**config.mk**
```make
export PLATFORM = sky130hd
export DESIGN_NAME = mips_muldiv_unit
export DESIGN_NICKNAME = d
export VERILOG_FILES = /design/src/rtl/mips_muldiv_pkg.sv /design/src/rtl/mips_muldiv_unit.sv
export SDC_FILE = /design/constraint.sdc
export NUM_CORES = 1
export LEC_CHECK = 0
export BUFFER_PORTS_ARGS = -buffer_cell sky130_fd_sc_hd__buf_2
export CORE_MARGIN = 2
export CORE_UTILIZATION = 55
export DETAILED_ROUTE_END_ITERATION = 10
export PLACE_DENSITY = 0.76
export SETUP_SLACK_MARGIN = 0.4
export SYNTH_ARGS = -nofsm -noshare
export SYNTH_HDL_FRONTEND = slang
export SYNTH_SLANG_ARGS = --single-unit
```
**constraint.sdc**
```tcl
create_clock -name clk -period 8.25 [get_ports clk]
set_input_delay 0.4125 -clock clk [delete_from_list [all_inputs] [get_ports clk]]
set_output_delay 0.4125 -clock clk [all_outputs]
set_load 0.03 [all_outputs]
```
**src/rtl/mips_muldiv_pkg.sv**
```systemverilog
// Shared definitions for the MIPS multiply/divide unit: op codes, FSM states,
// HI/LO write-select constants and the conditional-negate helper.
package mips_muldiv_pkg;

  typedef enum logic [1:0] {
    OP_MULTU = 2'b00,
    OP_MULT  = 2'b01,
    OP_DIVU  = 2'b10,
    OP_DIV   = 2'b11
  } op_e;

  typedef enum logic [1:0] {
    ST_IDLE = 2'b00,
    ST_RUN  = 2'b01,
    ST_FIX  = 2'b10
  } state_e;

  localparam logic HILO_SEL_LO = 1'b0;
  localparam logic HILO_SEL_HI = 1'b1;

  // Widest value the helper handles: a full 2*WIDTH product for WIDTH <= 64.
  localparam int EXT_W = 128;

  // Two's complement negate when neg is set; callers size-cast the result back
  // down, which is exact because negation modulo 2^n only depends on low bits.
  function automatic logic [EXT_W-1:0] cond_neg(input logic [EXT_W-1:0] v, input logic neg);
    logic [EXT_W-1:0] r;
    if (neg) begin
      r = ~v + {{(EXT_W-1){1'b0}}, 1'b1};
    end else begin
      r = v;
    end
    return r;
  endfunction

endpackage

```
**src/rtl/mips_muldiv_unit.sv**
```systemverilog
// Iterative MULT/MULTU/DIV/DIVU unit (one bit per cycle) owning the HI/LO
// architectural registers; HI/LO only change on MTHI/MTLO or at op completion.
module mips_muldiv_unit
  import mips_muldiv_pkg::*;
#(
  parameter int WIDTH     = 32,
  parameter bit SIGNED_EN = 1'b1
) (
  input  logic             clk,
  input  logic             rst,
  input  logic             start,
  input  logic [1:0]       op,
  input  logic [WIDTH-1:0] a,
  input  logic [WIDTH-1:0] b,
  input  logic             hilo_wr,
  input  logic             hilo_sel,
  input  logic [WIDTH-1:0] hilo_wdata,
  output logic             busy,
  output logic             done,
  output logic             div_by_zero,
  output logic [WIDTH-1:0] hi,
  output logic [WIDTH-1:0] lo
);

  localparam int            CW       = $clog2(WIDTH);
  localparam int            AW       = 2 * WIDTH;
  localparam logic [CW-1:0] CNT_LAST = CW'(WIDTH - 1);

  state_e           state_q, state_d;
  logic [CW-1:0]    cnt_q, cnt_d;
  logic [AW-1:0]    acc_q, acc_d;
  logic [WIDTH-1:0] opnd_q, opnd_d;
  logic [WIDTH-1:0] hi_q, hi_d, lo_q, lo_d;
  logic             is_div_q, is_div_d;
  logic             neg_res_q, neg_res_d;
  logic             neg_rem_q, neg_rem_d;
  logic             dbz_pend_q, dbz_pend_d;
  logic             busy_q, busy_d;
  logic             done_q, done_d;
  logic             dbz_q, dbz_d;

  logic             sgn_op_s, is_div_op_s;
  logic [WIDTH-1:0] mag_a_s, mag_b_s, quo_s, rem_s;
  logic [WIDTH:0]   mul_sum_s, div_trial_s, div_diff_s;
  logic [AW-1:0]    mul_step_s, div_step_s, prod_s;

  assign sgn_op_s    = SIGNED_EN & op[0];
  assign is_div_op_s = (op == OP_DIVU) || (op == OP_DIV);
  assign mag_a_s     = WIDTH'(cond_neg(EXT_W'(a), sgn_op_s & a[WIDTH-1]));
  assign mag_b_s     = WIDTH'(cond_neg(EXT_W'(b), sgn_op_s & b[WIDTH-1]));

  // Shift-add: multiplier sits in the low half and is consumed from bit 0.
  assign mul_sum_s  = {1'b0, acc_q[AW-1:WIDTH]} + {1'b0, opnd_q};
  assign mul_step_s = acc_q[0] ? {mul_sum_s, acc_q[WIDTH-1:1]} : {1'b0, acc_q[AW-1:1]};

  // Restoring divide: the trial remainder needs one extra bit after the shift.
  assign div_trial_s = acc_q[AW-1:WIDTH-1];
  assign div_diff_s  = div_trial_s - {1'b0, opnd_q};
  assign div_step_s  = div_diff_s[WIDTH] ? {div_trial_s[WIDTH-1:0], acc_q[WIDTH-2:0], 1'b0}
                                         : {div_diff_s[WIDTH-1:0], acc_q[WIDTH-2:0], 1'b1};

  assign prod_s = AW'(cond_neg(EXT_W'(acc_q), neg_res_q));
  assign quo_s  = WIDTH'(cond_neg(EXT_W'(acc_q[WIDTH-1:0]), neg_res_q));
  assign rem_s  = WIDTH'(cond_neg(EXT_W'(acc_q[AW-1:WIDTH]), neg_rem_q));

  // Next-state and datapath update for IDLE/RUN/FIX.
  always_comb begin
    state_d    = state_q;
    cnt_d      = cnt_q;
    acc_d      = acc_q;
    opnd_d     = opnd_q;
    hi_d       = hi_q;
    lo_d       = lo_q;
    is_div_d   = is_div_q;
    neg_res_d  = neg_res_q;
    neg_rem_d  = neg_rem_q;
    dbz_pend_d = dbz_pend_q;
    busy_d     = busy_q;
    dbz_d      = dbz_q;
    done_d     = 1'b0;
    case (state_q)
      ST_IDLE: begin
        if (hilo_wr) begin
          if (hilo_sel == HILO_SEL_HI) begin
            hi_d = hilo_wdata;
          end else begin
            lo_d = hilo_wdata;
          end
        end else begin
          hi_d = hi_q;
        end
        if (start) begin
          state_d    = ST_RUN;
          busy_d     = 1'b1;
          cnt_d      = '0;
          is_div_d   = is_div_op_s;
          neg_res_d  = sgn_op_s & (a[WIDTH-1] ^ b[WIDTH-1]);
          neg_rem_d  = sgn_op_s & a[WIDTH-1];
          dbz_pend_d = is_div_op_s && (b == {WIDTH{1'b0}});
          if (is_div_op_s) begin
            acc_d  = {{WIDTH{1'b0}}, mag_a_s};
            opnd_d = mag_b_s;
          end else begin
            acc_d  = {{WIDTH{1'b0}}, mag_b_s};
            opnd_d = mag_a_s;
          end
        end else begin
          state_d = ST_IDLE;
        end
      end
      ST_RUN: begin
        acc_d = is_div_q ? div_step_s : mul_step_s;
        cnt_d = cnt_q + {{(CW-1){1'b0}}, 1'b1};
        if (cnt_q == CNT_LAST) begin
          state_d = ST_FIX;
        end else begin
          state_d = ST_RUN;
        end
      end
      ST_FIX: begin
        state_d = ST_IDLE;
        busy_d  = 1'b0;
        done_d  = 1'b1;
        if (is_div_q) begin
          lo_d  = dbz_pend_q ? {WIDTH{1'b1}} : quo_s;
          hi_d  = rem_s;
          dbz_d = dbz_pend_q;
        end else begin
          {hi_d, lo_d} = prod_s;
          dbz_d        = 1'b0;
        end
      end
      default: begin
        state_d = ST_IDLE;
        busy_d  = 1'b0;
      end
    endcase
  end

  // State and output registers with synchronous active-low reset.
  always_ff @(posedge clk) begin
    if (!rst) begin
      state_q    <= ST_IDLE;
      cnt_q      <= '0;
      acc_q      <= '0;
      opnd_q     <= '0;
      hi_q       <= '0;
      lo_q       <= '0;
      is_div_q   <= 1'b0;
      neg_res_q  <= 1'b0;
      neg_rem_q  <= 1'b0;
      dbz_pend_q <= 1'b0;
      busy_q     <= 1'b0;
      done_q     <= 1'b0;
      dbz_q      <= 1'b0;
    end else begin
      state_q    <= state_d;
      cnt_q      <= cnt_d;
      acc_q      <= acc_d;
      opnd_q     <= opnd_d;
      hi_q       <= hi_d;
      lo_q       <= lo_d;
      is_div_q   <= is_div_d;
      neg_res_q  <= neg_res_d;
      neg_rem_q  <= neg_rem_d;
      dbz_pend_q <= dbz_pend_d;
      busy_q     <= busy_d;
      done_q     <= done_d;
      dbz_q      <= dbz_d;
    end
  end

  assign busy        = busy_q;
  assign done        = done_q;
  assign div_by_zero = dbz_q;
  assign hi          = hi_q;
  assign lo          = lo_q;

endmodule

```
==> results by group, run 1 <==
Status
  – Status: finished clean

Clock tree
  – Worst-Skew Late Latency: 460 ps
  – Clk buf depth: 2
  – Clock tree from TritonCTS: built
  – Root buf cell: clkbuf_16
  – H-tree depth: 4
  – Cts bufs inserted: 17
  – CTS Hold Bufs: 0
  – # clock sinks: 174
  – Post-cts resize count: 0
  – Worst-path clk slew: 90 ps
  – Postcts setup bufs: 0

STA
  – Clock Skew: 21.7 ps
  – Worst Tran Pin Value: 1280 ps
  – Setup TNS: 0 ps
  – Setup violations, final: 0
  – Period utilization: 0.499
  – Worst hold slack: 228 ps
  – Fmax achieved: 0.243 GHz
  – Unrepaired setup endpoints after global routing: false
  – Tmin final: 4120 ps
  – Max-slew violation count: 0
  – Final hold viol count: 0
  – Slew headroom: 0.147

Die
  – Starting Density: 0.561
  – FP Rows: 59
  – Die ar.: 27,900 µm²
  – Core area: 26,100 µm²
  – Die height: 167 µm
  – # IOs: 170
  – Die width: 167 µm

Yosys
  – Net count after synthesis: 2,186
  – YS warnings: 0
  – Post-synthesis cell type count: 74
  – Register bit total from synthesis: 174
  – Sequential share of the synthesized area: 0.238
  – Post-synth EDFFs: 0
  – Synthesized instance count: 2,011
  – Mapped cell area: 14,600 µm²
  – Top FF cell, synth: dfxtp_1
  – Largest area contributor in the netlist: dfxtp_1
  – Synth cell count leaders: 217 x nor2_1, 212 x a21oi_1, 200 x nand2_1
  – Synth top area cells: dfxtp_1 24%, a21oi_1 7.3%, ha_1 6.0%
  – Share of the synthesized area in the top cell type: 0.238
  – Most frequent cell after synthesis: nor2_1
  – Ys async rst share: 0
  – Syn avg cell area: 7.27 µm²

Route
  – Iter 0 DRT Violations: 2,025
  – Drt drc: 0
  – DR vias: 15,800
  – DRT Pass-1 Iters: 5
  – Wire per inst: 21.6 µm
  – Vias per inst: 6.50
  – Routed WL: 52,300 µm
  – Post-route ant nets: 0

Global route
  – GR Overflow Total: 0
  – First-pass GRT wire length: 80,400 µm
  – Total track usage: 0.363
  – Vias in the first global route: 14,000
  – Initial antenna violation count: 0
  – Pin count of the biggest net entering global routing: 88

Worst setup path
  – WP buf/inv: 2
  – Flop-to-flop setup slack: 4130 ps
  – Crit path cell chain: inv_1 -> ha_1 -> fa_1 -> nor2b_1 -> o31a_1 -> o21ai_0 -> nand2b_1 -> a31o_2 -> a221oi_1 -> xnor2_2 -> buf_4 -> mux2_2 -> a222oi_1 -> o21ai_0
  – Worst path slowest cell: buf_4
  – Arrival time worst endpoint: 4440 ps
  – CP endpoint kind: flop
  – CP required: 8570 ps
  – Crit. Startpoint: acc_q[31]$_SDFFE_PN0P_
  – Crit path max fanout: 44
  – Worst r2r path cells: 14
  – CP startpoint kind: flop
  – Most numerous cell on the critical path: o21ai_0
  – Slowest cell delay on critical path: 490 ps
  – Crit Path Class: flop to flop
  – Critical R2R Launch: acc_q[31]$_SDFFE_PN0P_
  – Crit-path leading delay family: compound AO/OA/AOI/OAI gates
  – WP depth: 14

Placement
  – Dpl hpwl: 40,100 µm
  – Routability cong.: 0.960
  – Port buffer count: 169
  – Placement Cell Area: 15,500 µm²

Final layout
  – Nets: 2,251
  – Cell area after layout: 16,200 µm²
  – Syn-to-layout area delta: 10.6%
  – Post-layout util: 0.620
  – Diodes inserted: 0
  – Layout cells sized above 1: 0.122

Pwr
  – Max rail drop VDD: 0.000128 V
  – Leak: 6.59 nW
  – PwrDens: 169 nW/µm²

Flow run
  – Max_cap viols: 0

Min path
  – Worst min path class: input port to flop
  – Hold_sp: hilo_wdata[15]
  – Hold path depth: 3
-- registers in the layout, indices dropped and copies added (netlist names) --
signal,cells
hi,32
lo,32
neg_rem_q,1
acc_q,64
opnd_q,32
div_by_zero,1
is_div_q,1
done,1
state_q,2
busy,1
neg_res_q,1
dbz_pend_q,1
cnt_q,5
-- placed cells by master, fill, tap and decap left out, drive strengths merged, types with 7 or more instances in the layout --
master / netlist / routed
nor4: 17 / 17
nor2: 218 / 218
o21ai: 163 / 163
inv: 60 / 68
o21a: 11 / 11
nor3: 46 / 46
dfxtp: 174 / 174
ha: 70 / 70
o211ai: 18 / 18
o221ai: 13 / 13
a211oi: 48 / 48
xor2: 78 / 78
or3: 22 / 22
a21o: 22 / 22
a21oi: 212 / 212
nand4: 13 / 13
a31oi: 35 / 35
nor2b: 20 / 20
a311oi: 18 / 18
a22o: 14 / 14
and3: 14 / 14
nand3: 31 / 31
o31ai: 30 / 30
xnor2: 93 / 93
o41ai: 8 / 8
and2: 9 / 9
or4: 10 / 10
o22ai: 17 / 17
a221oi: 8 / 8
nand2b: 20 / 20
clkbuf: 125 / 17
clkinv: 0 / 7
mux2i: 80 / 80
o21bai: 7 / 7
buf: 21 / 192
nand2: 201 / 201
-- cells by family after synthesis --
| family | count (synthesis) | share of synthesized area |
|---|---|---|
| multiplexers | 81 | 0.0556 |
| flip-flops | 174 | 0.238 |
| XOR/XNOR | 171 | 0.103 |
| buffers and inverters | 206 | 0.0542 |
| AND/OR/NAND/NOR | 635 | 0.199 |
| AO/OA/AOI/OAI | 672 | 0.287 |
| adder cells (fa/ha/maj) | 72 | 0.0627 |
-- power breakdown --
part,leakage [nW],internal [mW],total [mW],switching (mW)
combinational,4.86,0.323,0.878,0.555
clock,0.305,0.425,0.880,0.455
sequential,1.43,0.893,0.978,0.0849
-- through the flow --
| step | power, mW | instances | worst slack [ps] |
|---|---|---|---|
| floorplan | 1.58 | 2011 | 4760 |
| global placement | 1.84 | 2392 | 4170 |
| detailed placement | 1.85 | 2392 | 4190 |
| CTS | 2.71 | 2424 | 4150 |
| global route | 2.84 | 2424 | 3890 |
| finish | 2.74 | 2424 | 4130 |
-- per-layer routing --
| metal | GRT usage | vias up | routed length [µm] |
|---|---|---|---|
| met5 | 0 | - | 0 |
| met4 | 0.131 | 0 | 2010 |
| met3 | 0.0539 | 122 | 5210 |
| met2 | 0.559 | 853 | 22700 |
| met1 | 0.515 | 7352 | 22400 |
| li1 | - | 7428 | - |
-- tightest hold or removal path: cells and delay by family --
kind	cells	cell delay, ps
AO/OA/AOI/OAI	1	70
buffers and inverters	1	100
AND/OR/NAND/NOR	1	60
-- final timing paths --
check | end
setup / recovery | acc_q[56]$_SDFFE_PN0P_
hold / removal | lo[15]$_SDFFE_PN0P_
setup reg to reg | acc_q[56]$_SDFFE_PN0P_
hold reg to reg | div_by_zero$_SDFFE_PN0P_
-- area by class of cell --
| type | instances | area, µm² |
|---|---|---|
| tap | 335 | 419 |
| inverter | 60 | 225 |
| sequential | 174 | 3490 |
| timing repair buffer | 192 | 1020 |
| clock inverter | 15 | 214 |
| fill | 2459 | 9900 |
| clock buffer | 17 | 425 |
| multi-input combinational | 1631 | 10400 |
(Power assumes the default switching activity.)
==> run 2, diff against run 1 <==
Clock period 8.25 ns to 3.8 ns, I/O delays scaled along.
==> results by group, run 2 (synthesis gave the netlist of run 1 again) <==
Placement
  – Dpl hpwl: 43,200 µm
  – Routability cong.: 1.02
  – Pre-CTS WS: 279 ps
  – Port buffer count: 169

STA
  – Unrepaired setup endpoints after global routing: true
  – Fmax achieved: 0.305 GHz
  – Final hold viol count: 0
  – Worst Tran Pin Value: 1290 ps
  – Setup TNS: 0 ps
  – Tmin final: 3280 ps
  – Slew headroom: 0.142
  – Clock Skew: 19.8 ps
  – Period utilization: 0.862
  – Max-slew violation count: 0
  – Setup violations, final: 0
  – Worst setup margin: 524 ps

Route
  – DRT Pass-1 Iters: 6
  – Routed WL: 55,800 µm
  – Vias per inst: 6.45
  – Drt drc: 0
  – Wire per inst: 22.5 µm
  – Post-route ant nets: 0
  – Iter 0 DRT Violations: 2,021
  – DR vias: 16,000

Worst setup path
  – CP startpoint kind: flop
  – Critical R2R Launch: acc_q[31]$_SDFFE_PN0P_
  – Flop-to-flop setup slack: 520 ps
  – Crit Path Class: flop to flop
  – Crit path max fanout: 17
  – Worst Setup EP: acc_q[39]$_SDFFE_PN0P_
  – Crit. Startpoint: acc_q[31]$_SDFFE_PN0P_
  – Arrival time worst endpoint: 3610 ps
  – Worst r2r path cells: 15
  – CP endpoint kind: flop
  – CP required: 4140 ps
  – Reg-to-reg critical path endpoint: acc_q[39]$_SDFFE_PN0P_

Final layout
  – Most flops, register: acc_q
  – Syn-to-layout area delta: 14.3%
  – Nets: 2,304
  – Number of flip-flops in the largest register: 64
  – Layout cells sized above 1: 0.155
  – Commonest cells after routing, fill and taps aside: 212 x nor2_1, 208 x a21oi_1, 200 x nand2_1, 169 x buf_2, 168 x dfxtp_1
  – Most common cell after layout, fill and taps aside: nor2_1

Clock tree
  – # clock sinks: 174
  – Clock tree from TritonCTS: built
  – Worst-path clk slew: 90 ps
  – Cts bufs inserted: 17
  – Worst-Skew Late Latency: 460 ps
  – Root buf cell: clkbuf_16
  – Clk buf depth: 2
  – H-tree depth: 4

Global route
  – Initial antenna violation count: 2
  – First-pass GRT wire length: 85,200 µm
  – Pin count of the biggest net entering global routing: 86
  – GR Overflow Total: 0
  – Vias in the first global route: 14,700
  – Total track usage: 0.388

Pwr
  – Leak: 6.90 nW
  – PwrDens: 368 nW/µm²
  – Max rail drop VDD: 0.000280 V

Die
  – Core area: 26,100 µm²
  – FP Rows: 59
  – Die width: 167 µm
  – Die height: 167 µm
  – # IOs: 170
  – Starting Density: 0.561
  – Die ar.: 27,900 µm²

Flow run
  – Max_cap viols: 0

Status
  – Status: finished clean

Min path
  – Worst min path class: input port to flop
  – Hold path depth: 3
==> run 2: changes by cell type in the layout (fill, tap and decap cells not counted), sizes merged <==
cell | previous run | this run
buf | 192 | 244
diode | 0 | 2
inv | 68 | 66
bufinv | 0 | 1
clkbuf | 17 | 18
clkinv | 7 | 8
==> run 2: area by class of cell <==
class                   instances  area (µm²)
flip-flops and latches        174        3500
diodes                          2        5.00
clock inverters                15         230
inverters                      60         225
repair buffers                245        1450
clock buffers                  17         425
multi-input cells            1631       10500
well taps                     335         419
fillers                      2439        9350
==> run 2: timing repair <==
action	4_1_cts	5_1_grt
pin swaps	0	4
resized for setup	3	27
buffers inserted	0	5
endpoints found under the setup margin	18	33
hold buffers	0	0
cloned	0	1
==> run 2: worst min path at each step <==
| stage | start | end | slack (ps) |
|---|---|---|---|
| floorplan | op[0] | neg_res_q$_SDFFE_PN0P_ | 340 |
| finish | hilo_wdata[19] | hi[19]$_SDFFE_PN0P_ | 9 |
| global placement | hi[14]$_SDFFE_PN0P_ | hi[14]$_SDFFE_PN0P_ | 450 |
| detailed placement | div_by_zero$_SDFFE_PN0P_ | div_by_zero$_SDFFE_PN0P_ | 450 |
| CTS | hilo_wdata[19] | hi[19]$_SDFFE_PN0P_ | 0.9 |
| global route | hilo_wdata[19] | hi[19]$_SDFFE_PN0P_ | 7 |
==> run 2: report_power, final <==
group	internal, mW	switching, mW	total [mW]
clock	0.977	0.981	1.96
combinational	0.787	1.31	2.09
sequential	1.94	0.149	2.09
==> run 2: per-layer routing <==
metal | vias up | track usage | wire length (µm)
met5 | - | 0 | 0
met4 | 0 | 0.190 | 2930
met3 | 118 | 0.0744 | 5050
met2 | 822 | 0.582 | 23900
met1 | 7515 | 0.532 | 24000
li1 | 7524 | - | -
==> run 2: through the flow <==
step | hold WS, ps | utilization | instance area [µm²] | instances | power [mW]
after floorplan | 342 | - | 14600 | 2011 | 3.43
after global placement | 446 | 0.610 | 15900 | 2439 | 4.07
after detailed placement | 451 | 0.610 | 15900 | 2439 | 4.09
after CTS | 0.918 | 0.635 | 16500 | 2471 | 6.02
after global routing | 6.99 | 0.641 | 16700 | 2479 | 6.39
final | 8.89 | 0.641 | 16700 | 2479 | 6.14
==> run 2: worst max-delay path: stages, from the launching register on <==
cell	delay, ps
dfxtp_4	380
inv_1	90
ha_2	200
fa_2	220
nor2b_2	50
o31a_1	360
o21ai_2	180
nand2b_1	110
a31o_2	280
a221oi_2	210
buf_4	170
xnor2_4	150
buf_12	220
mux2i_1	220
a22oi_1	110
a22o_1	220
